===== config.mk =====
export PLATFORM = sky130hd
export DESIGN_NAME = wishbone_master_bridge
export DESIGN_NICKNAME = d
export VERILOG_FILES = /design/src/rtl/wishbone_master_bridge.sv
export SDC_FILE = /design/constraint.sdc
export NUM_CORES = 1
export LEC_CHECK = 0
export ABC_AREA = 1
export CAP_MARGIN = 25
export CORE_ASPECT_RATIO = 1.4
export CORE_MARGIN = 1
export CORE_UTILIZATION = 40
export DETAILED_ROUTE_END_ITERATION = 10
export GPL_TIMING_DRIVEN = 0
export PLACE_DENSITY = 0.85
export SYNTH_ARGS = -nofsm -noshare
export SYNTH_HDL_FRONTEND = slang
export SYNTH_SLANG_ARGS = --single-unit

===== constraint.sdc =====
create_clock -name clk_i -period 2.3 [get_ports clk_i]
set_input_delay 0.46 -clock clk_i [delete_from_list [all_inputs] [get_ports clk_i]]
set_output_delay 0.46 -clock clk_i [all_outputs]
set_load 0.005 [all_outputs]

===== src/rtl/wishbone_master_bridge.sv =====
// Core-side single-request load/store port to Wishbone classic master cycles.
// Handles grant arbitration, rty back-off/retry, per-attempt timeout and one response per request.
module wishbone_master_bridge #(
    parameter int TAGSIZE   = 1,
    parameter int MAX_RETRY = 4,
    parameter int RETRY_GAP = 2,
    parameter int TIMEOUT   = 255
) (
    input  logic               clk_i,
    input  logic               rstn_i,
    input  logic               req_valid_i,
    output logic               req_ready_o,
    input  logic               req_we_i,
    input  logic [31:0]        req_adr_i,
    input  logic [31:0]        req_dat_i,
    input  logic [3:0]         req_sel_i,
    input  logic [TAGSIZE-1:0] req_tag_i,
    input  logic               req_lock_i,
    output logic               rsp_valid_o,
    output logic [31:0]        rsp_dat_o,
    output logic [TAGSIZE-1:0] rsp_tgd_o,
    output logic               rsp_err_o,
    output logic               rsp_timeout_o,
    output logic               cyc_o,
    output logic               stb_o,
    output logic               we_o,
    output logic [31:0]        adr_o,
    output logic [31:0]        dat_o,
    output logic [3:0]         sel_o,
    output logic [TAGSIZE-1:0] tga_o,
    output logic [TAGSIZE-1:0] tgd_o,
    output logic [TAGSIZE-1:0] tgc_o,
    output logic               lock_o,
    input  logic               gnt_i,
    input  logic               ack_i,
    input  logic               err_i,
    input  logic               rty_i,
    input  logic [31:0]        dat_i,
    input  logic [TAGSIZE-1:0] tgd_i
);

    localparam int TMO_W = (TIMEOUT > 0) ? $clog2(TIMEOUT + 1) : 1;
    localparam int RTY_W = (MAX_RETRY > 0) ? $clog2(MAX_RETRY + 1) : 1;
    localparam int GAP_W = (RETRY_GAP > 1) ? $clog2(RETRY_GAP) : 1;

    typedef enum logic [2:0] {
        ST_IDLE,
        ST_ARB,
        ST_XFER,
        ST_BACKOFF,
        ST_RESP
    } state_t;

    state_t             state_reg;
    logic [TMO_W-1:0]   tmo_cnt_reg;
    logic [RTY_W-1:0]   retry_cnt_reg;
    logic [GAP_W-1:0]   gap_cnt_reg;
    logic               req_ready_reg;
    logic               cyc_reg;
    logic               stb_reg;
    logic               we_reg;
    logic [31:0]        adr_reg;
    logic [31:0]        dat_reg;
    logic [3:0]         sel_reg;
    logic [TAGSIZE-1:0] tag_reg;
    logic               lock_req_reg;
    logic               lock_reg;
    logic               rsp_valid_reg;
    logic [31:0]        rsp_dat_reg;
    logic [TAGSIZE-1:0] rsp_tgd_reg;
    logic               rsp_err_reg;
    logic               rsp_timeout_reg;

    logic [TMO_W-1:0]   tmo_inc;
    logic               tmo_hit;
    logic               retry_more;
    logic               gap_done;
    logic               fin;
    logic               fin_err;
    logic               fin_tmo;
    logic               retry_go;

    assign tmo_inc    = tmo_cnt_reg + TMO_W'(1);
    assign tmo_hit    = (TIMEOUT != 0) && (tmo_inc == TMO_W'(TIMEOUT));
    assign retry_more = (retry_cnt_reg != RTY_W'(MAX_RETRY));
    assign gap_done   = (RETRY_GAP <= 1) || (gap_cnt_reg == GAP_W'(RETRY_GAP - 1));

    // Termination decode: err > rty > ack, then grant loss, then timeout.
    always_comb begin
        fin      = 1'b0;
        fin_err  = 1'b0;
        fin_tmo  = 1'b0;
        retry_go = 1'b0;
        if (state_reg == ST_ARB) begin
            if (tmo_hit) begin
                fin     = 1'b1;
                fin_err = 1'b1;
                fin_tmo = 1'b1;
            end
        end else if (state_reg == ST_XFER) begin
            if (err_i) begin
                fin     = 1'b1;
                fin_err = 1'b1;
            end else if (rty_i) begin
                if (retry_more) begin
                    retry_go = 1'b1;
                end else begin
                    fin     = 1'b1;
                    fin_err = 1'b1;
                end
            end else if (ack_i) begin
                fin = 1'b1;
            end else if (!gnt_i || tmo_hit) begin
                fin     = 1'b1;
                fin_err = 1'b1;
                fin_tmo = 1'b1;
            end
        end
    end

    always_ff @(posedge clk_i or negedge rstn_i) begin
        if (!rstn_i) begin
            state_reg       <= ST_IDLE;
            tmo_cnt_reg     <= '0;
            retry_cnt_reg   <= '0;
            gap_cnt_reg     <= '0;
            req_ready_reg   <= 1'b0;
            cyc_reg         <= 1'b0;
            stb_reg         <= 1'b0;
            we_reg          <= 1'b0;
            adr_reg         <= '0;
            dat_reg         <= '0;
            sel_reg         <= '0;
            tag_reg         <= '0;
            lock_req_reg    <= 1'b0;
            lock_reg        <= 1'b0;
            rsp_valid_reg   <= 1'b0;
            rsp_dat_reg     <= '0;
            rsp_tgd_reg     <= '0;
            rsp_err_reg     <= 1'b0;
            rsp_timeout_reg <= 1'b0;
        end else begin
            rsp_valid_reg <= 1'b0;
            case (state_reg)
                ST_IDLE: begin
                    req_ready_reg <= 1'b1;
                    if (req_valid_i && req_ready_reg) begin
                        req_ready_reg <= 1'b0;
                        we_reg        <= req_we_i;
                        adr_reg       <= req_adr_i;
                        dat_reg       <= req_dat_i;
                        sel_reg       <= req_sel_i;
                        tag_reg       <= req_tag_i;
                        lock_req_reg  <= req_lock_i;
                        lock_reg      <= req_lock_i;
                        retry_cnt_reg <= '0;
                        tmo_cnt_reg   <= '0;
                        cyc_reg       <= 1'b1;
                        state_reg     <= ST_ARB;
                    end
                end
                ST_ARB: begin
                    tmo_cnt_reg <= tmo_inc;
                    if (gnt_i) begin
                        stb_reg   <= 1'b1;
                        state_reg <= ST_XFER;
                    end
                end
                ST_XFER: begin
                    tmo_cnt_reg <= tmo_inc;
                    if (retry_go) begin
                        retry_cnt_reg <= retry_cnt_reg + RTY_W'(1);
                        tmo_cnt_reg   <= '0;
                        gap_cnt_reg   <= '0;
                        cyc_reg       <= 1'b0;
                        stb_reg       <= 1'b0;
                        lock_reg      <= 1'b0;
                        state_reg     <= ST_BACKOFF;
                    end
                end
                ST_BACKOFF: begin
                    if (gap_done) begin
                        cyc_reg   <= 1'b1;
                        lock_reg  <= lock_req_reg;
                        state_reg <= ST_ARB;
                    end else begin
                        gap_cnt_reg <= gap_cnt_reg + GAP_W'(1);
                    end
                end
                ST_RESP: begin
                    req_ready_reg <= 1'b1;
                    state_reg     <= ST_IDLE;
                end
                default: state_reg <= ST_IDLE;
            endcase

            // Any termination drops the cycle so the interconnect can re-arbitrate.
            if (fin) begin
                cyc_reg         <= 1'b0;
                stb_reg         <= 1'b0;
                lock_reg        <= 1'b0;
                rsp_valid_reg   <= 1'b1;
                rsp_err_reg     <= fin_err;
                rsp_timeout_reg <= fin_tmo;
                state_reg       <= ST_RESP;
                if (!fin_err) begin
                    rsp_dat_reg <= dat_i;
                    rsp_tgd_reg <= tgd_i;
                end
            end
        end
    end

    assign req_ready_o   = req_ready_reg;
    assign rsp_valid_o   = rsp_valid_reg;
    assign rsp_dat_o     = rsp_dat_reg;
    assign rsp_tgd_o     = rsp_tgd_reg;
    assign rsp_err_o     = rsp_err_reg;
    assign rsp_timeout_o = rsp_timeout_reg;
    assign cyc_o         = cyc_reg;
    assign stb_o         = stb_reg;
    assign we_o          = we_reg;
    assign adr_o         = adr_reg;
    assign dat_o         = dat_reg;
    assign sel_o         = sel_reg;
    assign tga_o         = tag_reg;
    assign tgd_o         = tag_reg;
    assign tgc_o         = tag_reg;
    assign lock_o        = lock_reg;

endmodule


# ---- After elaboration in Yosys (flattened, before gate mapping)
# Index checks and enable logic that the tools add are counted.
dict set report totals {
  reg_bits 126
  latch_bits 0
  ramBits 0
  rom_bits 0
  input_bits 111
  out_inout_bits 112
  word_cells 104
  mem_count 0
}
dict set report classes {
  add_sub_neg 3
  n_mul 0
  n_div 0
  order_cmp 0
  n_eq_ne 12
  shifts 0
  muxes 51
  bitwise_logic 1
  reduce_logical 18
}
# op count
set ops {}
lappend ops {{two-way mux 1 bit} 34}
lappend ops {{case mux 8 bit (3 select lines)} 1}
lappend ops {{two-way mux 3 bit} 7}
lappend ops {{two-way mux 8 bit} 2}
lappend ops {{inequality test 3 bit (second input constant)} 5}
lappend ops {{case mux 3 bit (4 select lines)} 1}
lappend ops {{adder 8 x 1 -> 8 bit (second input constant)} 1}
lappend ops {{== test 8 bit (second input constant)} 1}
lappend ops {{AND reduction 2 bit} 4}
lappend ops {{AND reduction 4 bit} 2}
lappend ops {{== test 3 x 2 -> 1 bit (second input constant)} 2}
lappend ops {{case mux 1 bit (2 select lines)} 3}
lappend ops {{case mux 1 bit (3 select lines)} 2}
lappend ops {{case mux 3 bit (2 select lines)} 1}
lappend ops {{AND reduction 3 bit} 2}
lappend ops {{nonzero test 2 bit} 3}
lappend ops {{nonzero test 3 bit} 2}
lappend ops {{inequality test 2 bit (second input constant)} 2}
lappend ops {{nonzero test 4 bit} 1}
lappend ops {{adder 3 x 1 -> 3 bit (second input constant)} 1}
lappend ops {{== test 3 x 1 -> 1 bit (second input constant)} 1}
lappend ops {{== test 3 bit (second input constant)} 1}
lappend ops {{zero test 3 bit} 1}
lappend ops {{adder 1 bit (second input constant)} 1}
lappend ops {{4 further kinds} 4}

# ---- Depth between registers and ports, before layout
# Gate-level depths: netlist (run 1).
dict set report logic_depth {
  ltp_word 11
  ltp_mapped 16
  ltp_nobuf 15
}

# ---- Worst setup path after synthesis (run 1)
# No wires, ideal clock.
dict set report synth_timing {
  kind {register to register}
  from {register tmo_cnt_reg[0]}
  to {register rsp_dat_reg[15], in the netlist rsp_dat_o[15]}
  setup_time_ns 0.123
  arrival_ns 1.917
  required_time_ns 2.177
  setup_slack_ns 0.260
  path_stages_with_launch 16
  path_cell_list {dfrtp_1 -> ha_1 -> nand2_1 -> inv_1 -> nor2_1 -> nand3_1 -> nor2_1 -> nand3_1 -> nand2_1 -> nand2_2 -> nand2_1 -> nand2_1 -> buf_6 -> buf_2 -> o21ai_0 -> nand2_1}
}
dict set report synth_via {
  elab_chain_cells 11
  elab_cells_between_ends 17
}
# item line_no
set synth_lines {}
lappend synth_lines {{from (decl)} 55} ;# logic [TMO_W-1:0] tmo_cnt_reg;
lappend synth_lines {{from (signal assigned)} 163} ;# tmo_cnt_reg <= tmo_inc;
lappend synth_lines {{from (signal assigned)} 170} ;# tmo_cnt_reg <= tmo_inc;
lappend synth_lines {{adder 8 x 1 -> 8 bit (*)} 83} ;# assign tmo_inc = tmo_cnt_reg + TMO_W'(1);
lappend synth_lines {{== test 8 bit (*)} 84} ;# assign tmo_hit = (TIMEOUT != 0) && (tmo_inc == TMO_W'(TIMEOUT));
lappend synth_lines {{logical OR 1 bit} 113} ;# end else if (!gnt_i || tmo_hit) begin
lappend synth_lines {{two-way mux 1 bit} 113}
lappend synth_lines {{two-way mux 1 bit} 111} ;# end else if (ack_i) begin
lappend synth_lines {{two-way mux 1 bit} 104} ;# end else if (rty_i) begin
lappend synth_lines {{two-way mux 1 bit} 101} ;# if (err_i) begin
lappend synth_lines {{two-way mux 1 bit} 100} ;# end else if (state_reg == ST_XFER) begin
lappend synth_lines {{two-way mux 1 bit} 94} ;# if (state_reg == ST_ARB) begin
lappend synth_lines {{NOT 1 bit (no line)} -}
lappend synth_lines {{AND reduction 2 bit (no line) (*)} -}
lappend synth_lines {{to (signal assigned)} 207} ;# rsp_dat_reg <= dat_i;
lappend synth_lines {{to (decl)} 69} ;# logic [31:0] rsp_dat_reg;
# Every way passes the cells marked *; elsewhere a longest branch is shown, timed or not.
# A chain may end at the register's enable or synchronous reset.

# ---- Worst setup path after layout (run 1)
dict set report layout_timing {
  from {register tmo_cnt_reg[0]}
  to {register rsp_dat_reg[6], in the netlist rsp_dat_o[6]}
}
# The elaborated chain is that of the path after synthesis.

==> impl_metrics.csv, run 1 <==
group,metric,value,unit
floorplanning,dieHeight,137,microns
clock_tree,cts_tree,"yes",
critical_path,crit_start,"tmo_cnt_reg[0]",
critical_path,start_kind,"flip-flop",
power_and_ir_drop,leakage,0.00416,uW
critical_path,worstSetupPathType,"flip-flop to flip-flop",
layout,nNetsFinal,980,
placed_design,dp_hpwl,10400,microns
timing,slew_violations,0,
yosys,yosysTopAreaCellShare,0.603,
yosys,ys_types,27,
layout,final_util,0.667,
timing,tightest_slew,0.618,ns
critical_path,rr_startpoint,"tmo_cnt_reg[0]",
global_route,grt_max_degree,65,
power_and_ir_drop,vdd_ir_drop_max,707,uV
clock_tree,cts_buffer_depth,2,
timing,relSlewSlack,0.588,
yosys,yosysTopAreaCell,"dfrtp_1",
placed_design,gp_congestion,0.818,
placed_design,place_ws,-0.0936,ns
critical_path,crit_arrival,2.54,ns
routing,dr.pass1.iters,4,
yosys,yosysWarningCount,0,
floorplanning,core,12800,sq um
critical_path,critical_path_depth,14,
yosys,synthTopCellsByArea,"dfrtp_1, nand2_1, o21ai_0, inv_1, nand3_1",
critical_path,critPathTopFamily,"simple AND/OR/NAND/NOR gates",
routing,route.vias.total,4911,
yosys,syn_inst,610,
power_and_ir_drop,pwr_density_cell,1310,nW/um^2
timing,fin_skew,0.00712,ns
timing,holdWs,0.0285,ns
critical_path,max_stage_delay,0.38,ns
critical_path,critPathBufInv,4,
clock_tree,htreeDepth,4,
timing,final.setup.tns,0,ns
critical_path,worstPathCellList,"buf_4 -> inv_1 -> ha_1 -> nand3_2 -> nor2_4 -> nand3_2 -> nand2_2 -> nand2_4 -> o21bai_4 -> nor2_8 -> buf_12 -> buf_6 -> nand2_1 -> nand2_1",
outcome,status,"complete, no violations",
floorplanning,die_width,98.6,microns
critical_path,setup.worst_path.end_class,"flip-flop",
timing,min_period,2.24,ns
clock_tree,clk_latency,0.41,ns
global_route,grt_usage,0.216,
routing,drt-vias-per-instance,4.76,
routing,ant_nets,0,
critical_path,crit_path_end,"rsp_dat_o[6]",
clock_tree,cts-root-buf,"clkbuf_16",
timing,fin_ws,0.0574,ns
clock_tree,clock_sinks,126,
yosys,synth.cell_area,5230,sq um
timing,rsz0062_at_grt,"yes",
global_route,grt_pass1_wl,22600,microns
global_route,grt.overflow.total,0,
layout,area_delta_synth_final,63.4,%
floorplanning,core.rowCount,49,
floorplanning,start_util,0.408,
clock_tree,clk_pin_slew,0.06,ns
yosys,synth.avg_cell_area,8.57,sq um
critical_path,reg2reg_depth,14,
global_route,grt_pass1_vias,4580,
global_route,antenna_found_initial,0,
layout,antenna_cells,0,
routing,routed_wl,15000,microns
job,drv_cap,0,
routing,drt_iter0_drc,274,
timing,setup_violations,0,
yosys,mappedNetlistNets,725,
critical_path,crit_required,2.60,ns
critical_path,cpMaxStageDelayCell,"dfrtp_1",
timing,max_freq,446,MHz
routing,drt_drc_violations_left,0,
yosys,seq_area_frac_synth,0.603,
yosys,ys_seq_elements,126,
critical_path,cp_max_fo,7,
hold_path,hp-class,"input port to async pin",
floorplanning,die-area,13500,sq um
timing,hold_viol,0,
placed_design,port_buffers,222,
timing,fin_crit_sh,0.975,
clock_tree,cts_buffers,17,
floorplanning,io_pins,223,
critical_path,reg2reg_slack,0.06,ns
layout,drive_gt1_frac,0.105,
routing,wire_per_inst,14.5,microns
critical_path,r2r-end,"rsp_dat_o[6]",
==> power breakdown <==
group	internal [uW]	switching (uW)
sequential	3230	568
combinational	2420	2050
clock	1880	1010
total	7530	3630
==> Yosys cell counts <==
cell type,instances
nand4_2,1
nor2_8,1
inv_1,27
clkbuf_1,18
nand4_1,1
nor2_2,1
buf_4,2
a311oi_1,1
nor2_1,20
buf_2,1
a22o_1,1
nand3_1,18
nand2_2,11
inv_2,1
o21bai_4,1
o22ai_1,2
o21ai_0,44
nand2_1,312
ha_1,4
xor2_1,1
buf_6,4
nor3_1,3
a21oi_1,5
buf_1,2
o21bai_1,1
o21ai_1,1
dfrtp_1,126
==> area by class of cell <==
| type | count | area (sq um) |
|---|---|---|
| Fill cell | 974 | 4270 |
| Tap cell | 153 | 191 |
| Timing Repair Buffer | 236 | 2380 |
| Clock inverter | 13 | 186 |
| Clock buffer | 19 | 453 |
| Sequential cell | 126 | 3150 |
| Multi-Input combinational cell | 429 | 1920 |
| Buffer | 27 | 156 |
| Inverter | 28 | 105 |
==> layout by cell type, fill, tap and decap left out, types with 2 or more instances in the layout <==
master and n:
buf_6 5, clkbuf_1 14, dfrtp_1 125, clkinv_4 3, nand3_2 5, nor2_4 2
o22ai_1 2, clkbuf_16 18, bufinv_16 4, clkdlybuf4s50_1 221, clkbuf_2 4, ha_1 3
clkinv_2 3, buf_1 2, nand3_1 13, nor2_1 18, buf_4 12, a21oi_1 5
nand2_4 3, o21ai_0 38, o21ai_1 7, nor3_1 3, nand2_1 303, nand2_2 17
buf_12 2, clkbuf_8 2, inv_1 27, inv_6 2
==> metrics by stage <==
stage	cells	total power [uW]	cell area, sq um
3_5_place_dp	986	8100	7670
4_1_cts	1020	11100	8340
6_report	1031	11200	8550
5_1_grt	1031	11900	8550
3_3_place_gp	985	7950	7640
2_1_floorplan	610	5490	5230
==> kinds of logic after synthesis <==
logic type / Yosys count / synth area share
xor+xnor: 1 / 0.00168
fa+ha+maj: 4 / 0.00957
flops: 126 / 0.603
buf+inv: 55 / 0.0469
simple gates: 368 / 0.280
compound gates: 56 / 0.0586
==> worst register-to-register path, stage by stage (launching register included) <==
cell      delay [ns]
dfrtp_1         0.38
buf_4           0.15
inv_1           0.08
ha_1            0.21
nand3_2         0.12
nor2_4          0.16
nand3_2         0.10
nand2_2         0.10
nand2_4         0.06
o21bai_4        0.29
nor2_8          0.09
buf_12          0.15
buf_6           0.13
nand2_1         0.06
nand2_1         0.06
==> layer usage <==
layer / track usage / vias to the layer above / share of wire
met4: 0.103 / 0 / 0.035
met3: 0.0563 / 42 / 0.045
met5: 0 / - / 0
met2: 0.371 / 161 / 0.53
li1: - / 2409 / -
met1: 0.254 / 2299 / 0.39
==> timing repair <==
action / CTS / global route
pin swaps: 0 / 12
setup buffers: 2 / 8
hold buffers: 0 / 0
setup endpoints to repair: 32 / 40
gates cloned: 0 / 3
gates resized for setup: 5 / 39
==> how the worst min path moves through the flow <==
stage / endpoint / startpoint / cells past startpoint
2_1_floorplan: adr_o[0] / rstn_i / 0
3_3_place_gp: dat_o[14] / dat_o[14] / 2
3_5_place_dp: dat_o[15] / dat_o[15] / 2
4_1_cts: dat_o[2] / rstn_i / 1
5_1_grt: dat_o[2] / rstn_i / 1
6_report: dat_o[2] / rstn_i / 1
No activity file was read; power rests on OpenSTA's default activity.
==> run 2: changes to the inputs <==
CORE_ASPECT_RATIO = 1.2   (was 1.4)
TNS_END_PERCENT = 1   (was unset)
==> impl_metrics.csv, run 2 (same netlist as run 1, synthesis figures left out) <==
group,metric,value,unit
routing,wl_met1,5880,microns
routing,drt-vias-per-instance,4.72,
timing,fin_crit_sh,0.966,
outcome,status,"complete, but fails checks",
global_route,grt_pass1_wl,23000,microns
clock_tree,cts-root-buf,"clkbuf_16",
critical_path,reg2reg_slack,0.08,ns
routing,routed_wl,14700,microns
outcome,violations,"hold timing",
power_and_ir_drop,pwr-share-seq,0.338,
critical_path,worstPathCellList,"ha_4 -> nand2_4 -> inv_2 -> nor2_2 -> nand3_2 -> nor2_4 -> nand3_2 -> nand2_2 -> nand2_4 -> nand2_2 -> nand2_2 -> buf_6 -> buf_4 -> nor2_4 -> buf_4 -> nand2_1 -> nand2_1",
floorplanning,core,12700,sq um
timing,tightest_slew,0.488,ns
critical_path,setup.worst_path.end_class,"flip-flop",
timing,fin_ws,0.0786,ns
global_route,grt.overflow.total,0,
layout,antenna_cells,0,
power_and_ir_drop,swShare,0.320,
placed_design,dp_hpwl,10400,microns
critical_path,cp_max_fo,8,
timing,min_period,2.22,ns
clock_tree,cts_buffers,17,
layout,nFillCells,1035,
floorplanning,start_util,0.411,
timing,relSlewSlack,0.672,
floorplanning,dieHeight,127,microns
power_and_ir_drop,vdd_ir_drop_max,676,uV
critical_path,worstSetupPathType,"flip-flop to flip-flop",
routing,met3_length,620,microns
layout,instances_no_fill,1042,
timing,holdWs,-0.0161,ns
floorplanning,die-area,13500,sq um
routing,wl_met2,7730,microns
power_and_ir_drop,power,11300,uW
timing,rsz0062_at_grt,"yes",
hold_path,hp-class,"input port to async pin",
critical_path,crit_arrival,2.56,ns
critical_path,critPathTopFamily,"simple AND/OR/NAND/NOR gates",
layout,area_delta_synth_final,65.5,%
power_and_ir_drop,pwr_density_cell,1310,nW/um^2
layout,nNetsFinal,980,
routing,route.vias.total,4915,
timing,setup_violations,0,
layout,final_common_cell,"nand2_1",
routing,dr.pass1.iters,6,
critical_path,reg2reg_depth,17,
routing,drt_iter0_drc,197,
global_route,grt_usage,0.219,
routing,routed.top_layer,"met4",
critical_path,start_kind,"flip-flop",
timing,hold_viol,6,
global_route,grt_max_degree,76,
critical_path,critPathBufInv,4,
critical_path,crit_path_frequent_cell,"nand2_2",
clock_tree,clk_latency,0.41,ns
global_route,antenna_found_initial,0,
power_and_ir_drop,combinationalPowerShare,0.398,
placed_design,port_buffers,222,
clock_tree,clock_sinks,126,
placed_design,gp_congestion,0.809,
timing,max_freq,450,MHz
job,drv_cap,0,
timing,fin_skew,0.00792,ns
clock_tree,cts_buffer_depth,2,
clock_tree,cts_tree,"yes",
routing,ant_nets,0,
clock_tree,clk_pin_slew,0.06,ns
routing,wire_per_inst,14.1,microns
floorplanning,core.rowCount,45,
power_and_ir_drop,p_switching,3620,uW
layout,drive_gt1_frac,0.117,
floorplanning,die_width,106,microns
floorplanning,io_pins,223,
global_route,grt_pass1_vias,4746,
timing,slew_violations,0,
clock_tree,htreeDepth,4,
critical_path,crit_required,2.64,ns
placed_design,placed_cells,997,
power_and_ir_drop,p_int,7680,uW
routing,drt_drc_violations_left,0,
power_and_ir_drop,p_clk_frac,0.264,
critical_path,critical_path_depth,17,
placed_design,place_ws,-0.176,ns
critical_path,r2r-end,"rsp_dat_o[23]",
critical_path,max_stage_delay,0.42,ns
critical_path,cpMaxStageDelayCell,"dfrtp_1",
layout,layout_common_cells,"nand2_1, clkdlybuf4s50_1, dfrtp_1, o21ai_0, inv_1",
power_and_ir_drop,leakage,0.00416,uW
critical_path,rr_startpoint,"tmo_cnt_reg[1]",
run 2: what timing repair did:
action	CTS	global route
pin swaps	0	15
endpoints found under the setup margin	31	53
gates cloned	0	4
hold buffers	0	0
gates resized for setup	5	52
setup buffers	2	7
run 2: how the worst max path moves through the flow:
stage | from | to | slack (ns)
6_report | tmo_cnt_reg[1] | rsp_dat_o[23] | 0.08
5_1_grt | tmo_cnt_reg[1] | rsp_dat_o[23] | -0.10
4_1_cts | tmo_cnt_reg[0] | rsp_dat_o[16] | 0.03
3_5_place_dp | req_valid_i | dat_o[20] | -0.18
3_3_place_gp | rstn_i | dat_o[22] | -4.20
2_1_floorplan | tmo_cnt_reg[0] | rsp_dat_o[15] | 0.26
run 2: power groups by stage:
| stage | Clock [uW] | Combinational [uW] | Sequential [uW] |
|---|---|---|---|
| after floorplan | 0 | 1640 | 3850 |
| final | 2980 | 4500 | 3820 |
| after global placement | 0 | 4170 | 3770 |
| after detailed placement | 0 | 4280 | 3810 |
| after CTS | 3020 | 4350 | 3780 |
| after global routing | 3120 | 5000 | 3930 |
run 2: per-stage QoR:
step           hold slack, ns  instance area (sq um)  setup TNS [ns]  utilization
6_report              -0.0161                   8650               0        0.680
5_1_grt                0.0197                   8650           -1.90        0.680
4_1_cts               0.00196                   8370               0        0.658
3_5_place_dp            0.439                   7680           -7.78        0.604
3_3_place_gp            0.453                   7660         -532.30        0.602
2_1_floorplan           0.164                   5230               0            -
run 2: worst register-to-register path: stages, from the launching register on:
cell and delay (ns):
dfrtp_1 0.42, ha_4 0.20, nand2_4 0.08, inv_2 0.04, nor2_2 0.12, nand3_2 0.09, nor2_4 0.13, nand3_2 0.10
nand2_2 0.10, nand2_4 0.07, nand2_2 0.07, nand2_2 0.07, buf_6 0.15, buf_4 0.14, nor2_4 0.12, buf_4 0.12
nand2_1 0.04, nand2_1 0.07
run 2: area by class of cell:
class / count / area (sq um) / area share
sequential: 126 / 3160 / 0.365
timing repair buffer: 235 / 2400 / 0.277
multi-input combinational: 430 / 1970 / 0.227
clock buffer: 20 / 457 / 0.0528
clock inverter: 12 / 209 / 0.0241
tap: 164 / 205 / 0.0237
buffer: 27 / 160 / 0.0185
inverter: 28 / 105 / 0.0121
run 2: metal layers:
layer  up-vias  track usage
met5         -            0
met4         0        0.100
li1       2405            -
met3        34       0.0500
met1      2328        0.262
met2       148        0.375
==> run 3: changes to the inputs <==
RECOVER_POWER = 50   (was unset)
==> impl_metrics.csv, run 3 (same netlist as run 1, synthesis figures left out) <==
group,metric,value,unit
timing,rsz0062_at_grt,"yes",
clock_tree,clk_latency,0.41,ns
power_and_ir_drop,p_int,7570,uW
layout,area_delta_synth_final,65.4,%
global_route,grt_usage,0.219,
power_and_ir_drop,leakage,0.00421,uW
layout,final_common_cell,"nand2_1",
clock_tree,cts_tree,"yes",
timing,setup_violations,0,
power_and_ir_drop,pwr-share-seq,0.340,
global_route,antenna_found_initial,0,
routing,ant_nets,0,
routing,drt-vias-per-instance,4.74,
global_route,grt_pass1_wl,23000,microns
placed_design,dpl_cell_area,7680,sq um
routing,routed_wl,14700,microns
critical_path,crit_arrival,2.57,ns
layout,nNetsFinal,980,
timing,relSlewSlack,0.107,
timing,fin_ws,0.0735,ns
layout,instances_no_fill,1042,
floorplanning,core,12700,sq um
layout,antenna_cells,0,
clock_tree,clk_pin_slew,0.06,ns
timing,holdWs,0.337,ns
placed_design,dp_hpwl,10400,microns
job,drv_cap,0,
hold_path,hp-class,"input port to async pin",
clock_tree,htreeDepth,4,
clock_tree,holdBufCountCts,0,
power_and_ir_drop,p_switching,3610,uW
outcome,status,"complete, no violations",
global_route,grt_pass1_vias,4746,
power_and_ir_drop,pwr_density_cell,1290,nW/um^2
power_and_ir_drop,vdd_ir_drop_max,678,uV
power_and_ir_drop,swShare,0.323,
routing,drt_iter0_drc,199,
timing,slew_violations,0,
global_route,grt_max_degree,76,
power_and_ir_drop,combinationalPowerShare,0.393,
floorplanning,start_util,0.411,
timing,tightest_slew,1.34,ns
layout,nFillCells,1036,
timing,fin_skew,0.0106,ns
placed_design,gp_congestion,0.809,
clock_tree,clock_sinks,126,
floorplanning,die-area,13500,sq um
clock_tree,cts_buffer_depth,2,
routing,dr.pass1.iters,4,
layout,drive_gt1_frac,0.116,
placed_design,place_ws,-0.176,ns
critical_path,crit_required,2.64,ns
floorplanning,io_pins,223,
layout,final_area,8650,sq um
timing,max_freq,449,MHz
critical_path,worstSetupPathType,"flip-flop to flip-flop",
routing,route.vias.total,4937,
placed_design,port_buffers,222,
timing,min_period,2.23,ns
floorplanning,die_width,106,microns
routing,drt_drc_violations_left,0,
global_route,grt.overflow.total,0,
timing,fin_crit_sh,0.968,
placed_design,placed_cells,997,
floorplanning,core.rowCount,45,
power_and_ir_drop,p_clk_frac,0.267,
floorplanning,dieHeight,127,microns
layout,layout_common_cells,"nand2_1, clkdlybuf4s50_1, dfrtp_1, o21ai_0, dlygate4sd3_1",
routing,wire_per_inst,14.1,microns
clock_tree,cts_buffers,17,
clock_tree,cts-root-buf,"clkbuf_16",
critical_path,start_kind,"flip-flop",
timing,hold_viol,0,
critical_path,setup.worst_path.end_class,"flip-flop",
critical_path,cp_max_fo,8,
## run 3: timing repair
item                       4_1_cts  5_1_grt
setup buffers                    2        7
gates cloned                     0        4
setup endpoints to repair       31       53
hold endpoints to repair         0        0
pin swaps                        0       15
gates resized for setup          5       52
## run 3: metrics by stage
step                      utilization  power (uW)  setup TNS [ns]
after floorplan                     -        5490               0
after global placement          0.602        7940         -532.30
after detailed placement        0.604        8080           -7.78
after CTS                       0.658       11100               0
after global routing            0.680       11900           -1.90
final                           0.680       11200               0
## run 3: layout make-up
cell class	instances	area, sq um	share of cell area
sequential	126	3160	0.365
timing repair buffer	235	2390	0.276
multi-input combinational	430	1970	0.227
clock buffer	20	457	0.0528
clock inverter	12	209	0.0242
tap	164	205	0.0237
buffer	27	160	0.0185
inverter	28	105	0.0122
## run 3: final timing paths
path / to / start / cells past startpoint / slack, ns
setup / recovery: rsp_dat_o[23] / tmo_cnt_reg[1] / 16 / 0.07
hold / removal: rsp_dat_o[19] / rstn_i / 1 / 0.34
setup reg to reg: rsp_dat_o[23] / tmo_cnt_reg[1] / 16 / 0.07
hold reg to reg: adr_o[27] / adr_o[27] / 2 / 0.46
max in group asynchronous: adr_o[9] / rstn_i / 2 / 0.95
min in group clk_i: adr_o[27] / adr_o[27] / 2 / 0.46
## run 3: power by group through the flow
stage               combinational, uW  sequential, uW  clock (uW)
floorplan                        1640            3850           0
finish                           4400            3810        2980
global route                     4900            3920        3120
global placement                 4170            3770           0
CTS                              4350            3780        3020
detailed placement               4280            3810           0
## run 3: critical path, stage by stage, from the launching register on
cell and delay [ns]:
dfrtp_1 0.42, ha_4 0.20, nand3_4 0.08, o21bai_1 0.14, nand2_1 0.13, nor2_4 0.14, nand3_2 0.09, nand2_2 0.10
nand2_4 0.07, nand2_2 0.07, nand2_2 0.07, buf_6 0.15, buf_4 0.14, nor2_4 0.12, buf_4 0.12, nand2_1 0.05
nand2_1 0.07
## run 3: metal layers
metal / share of wire / wire length, microns / global-route usage
met5: 0 / 0 / 0
met4: 0.032 / 464 / 0.100
met3: 0.043 / 633 / 0.0500
met2: 0.52 / 7700 / 0.375
met1: 0.40 / 5930 / 0.262
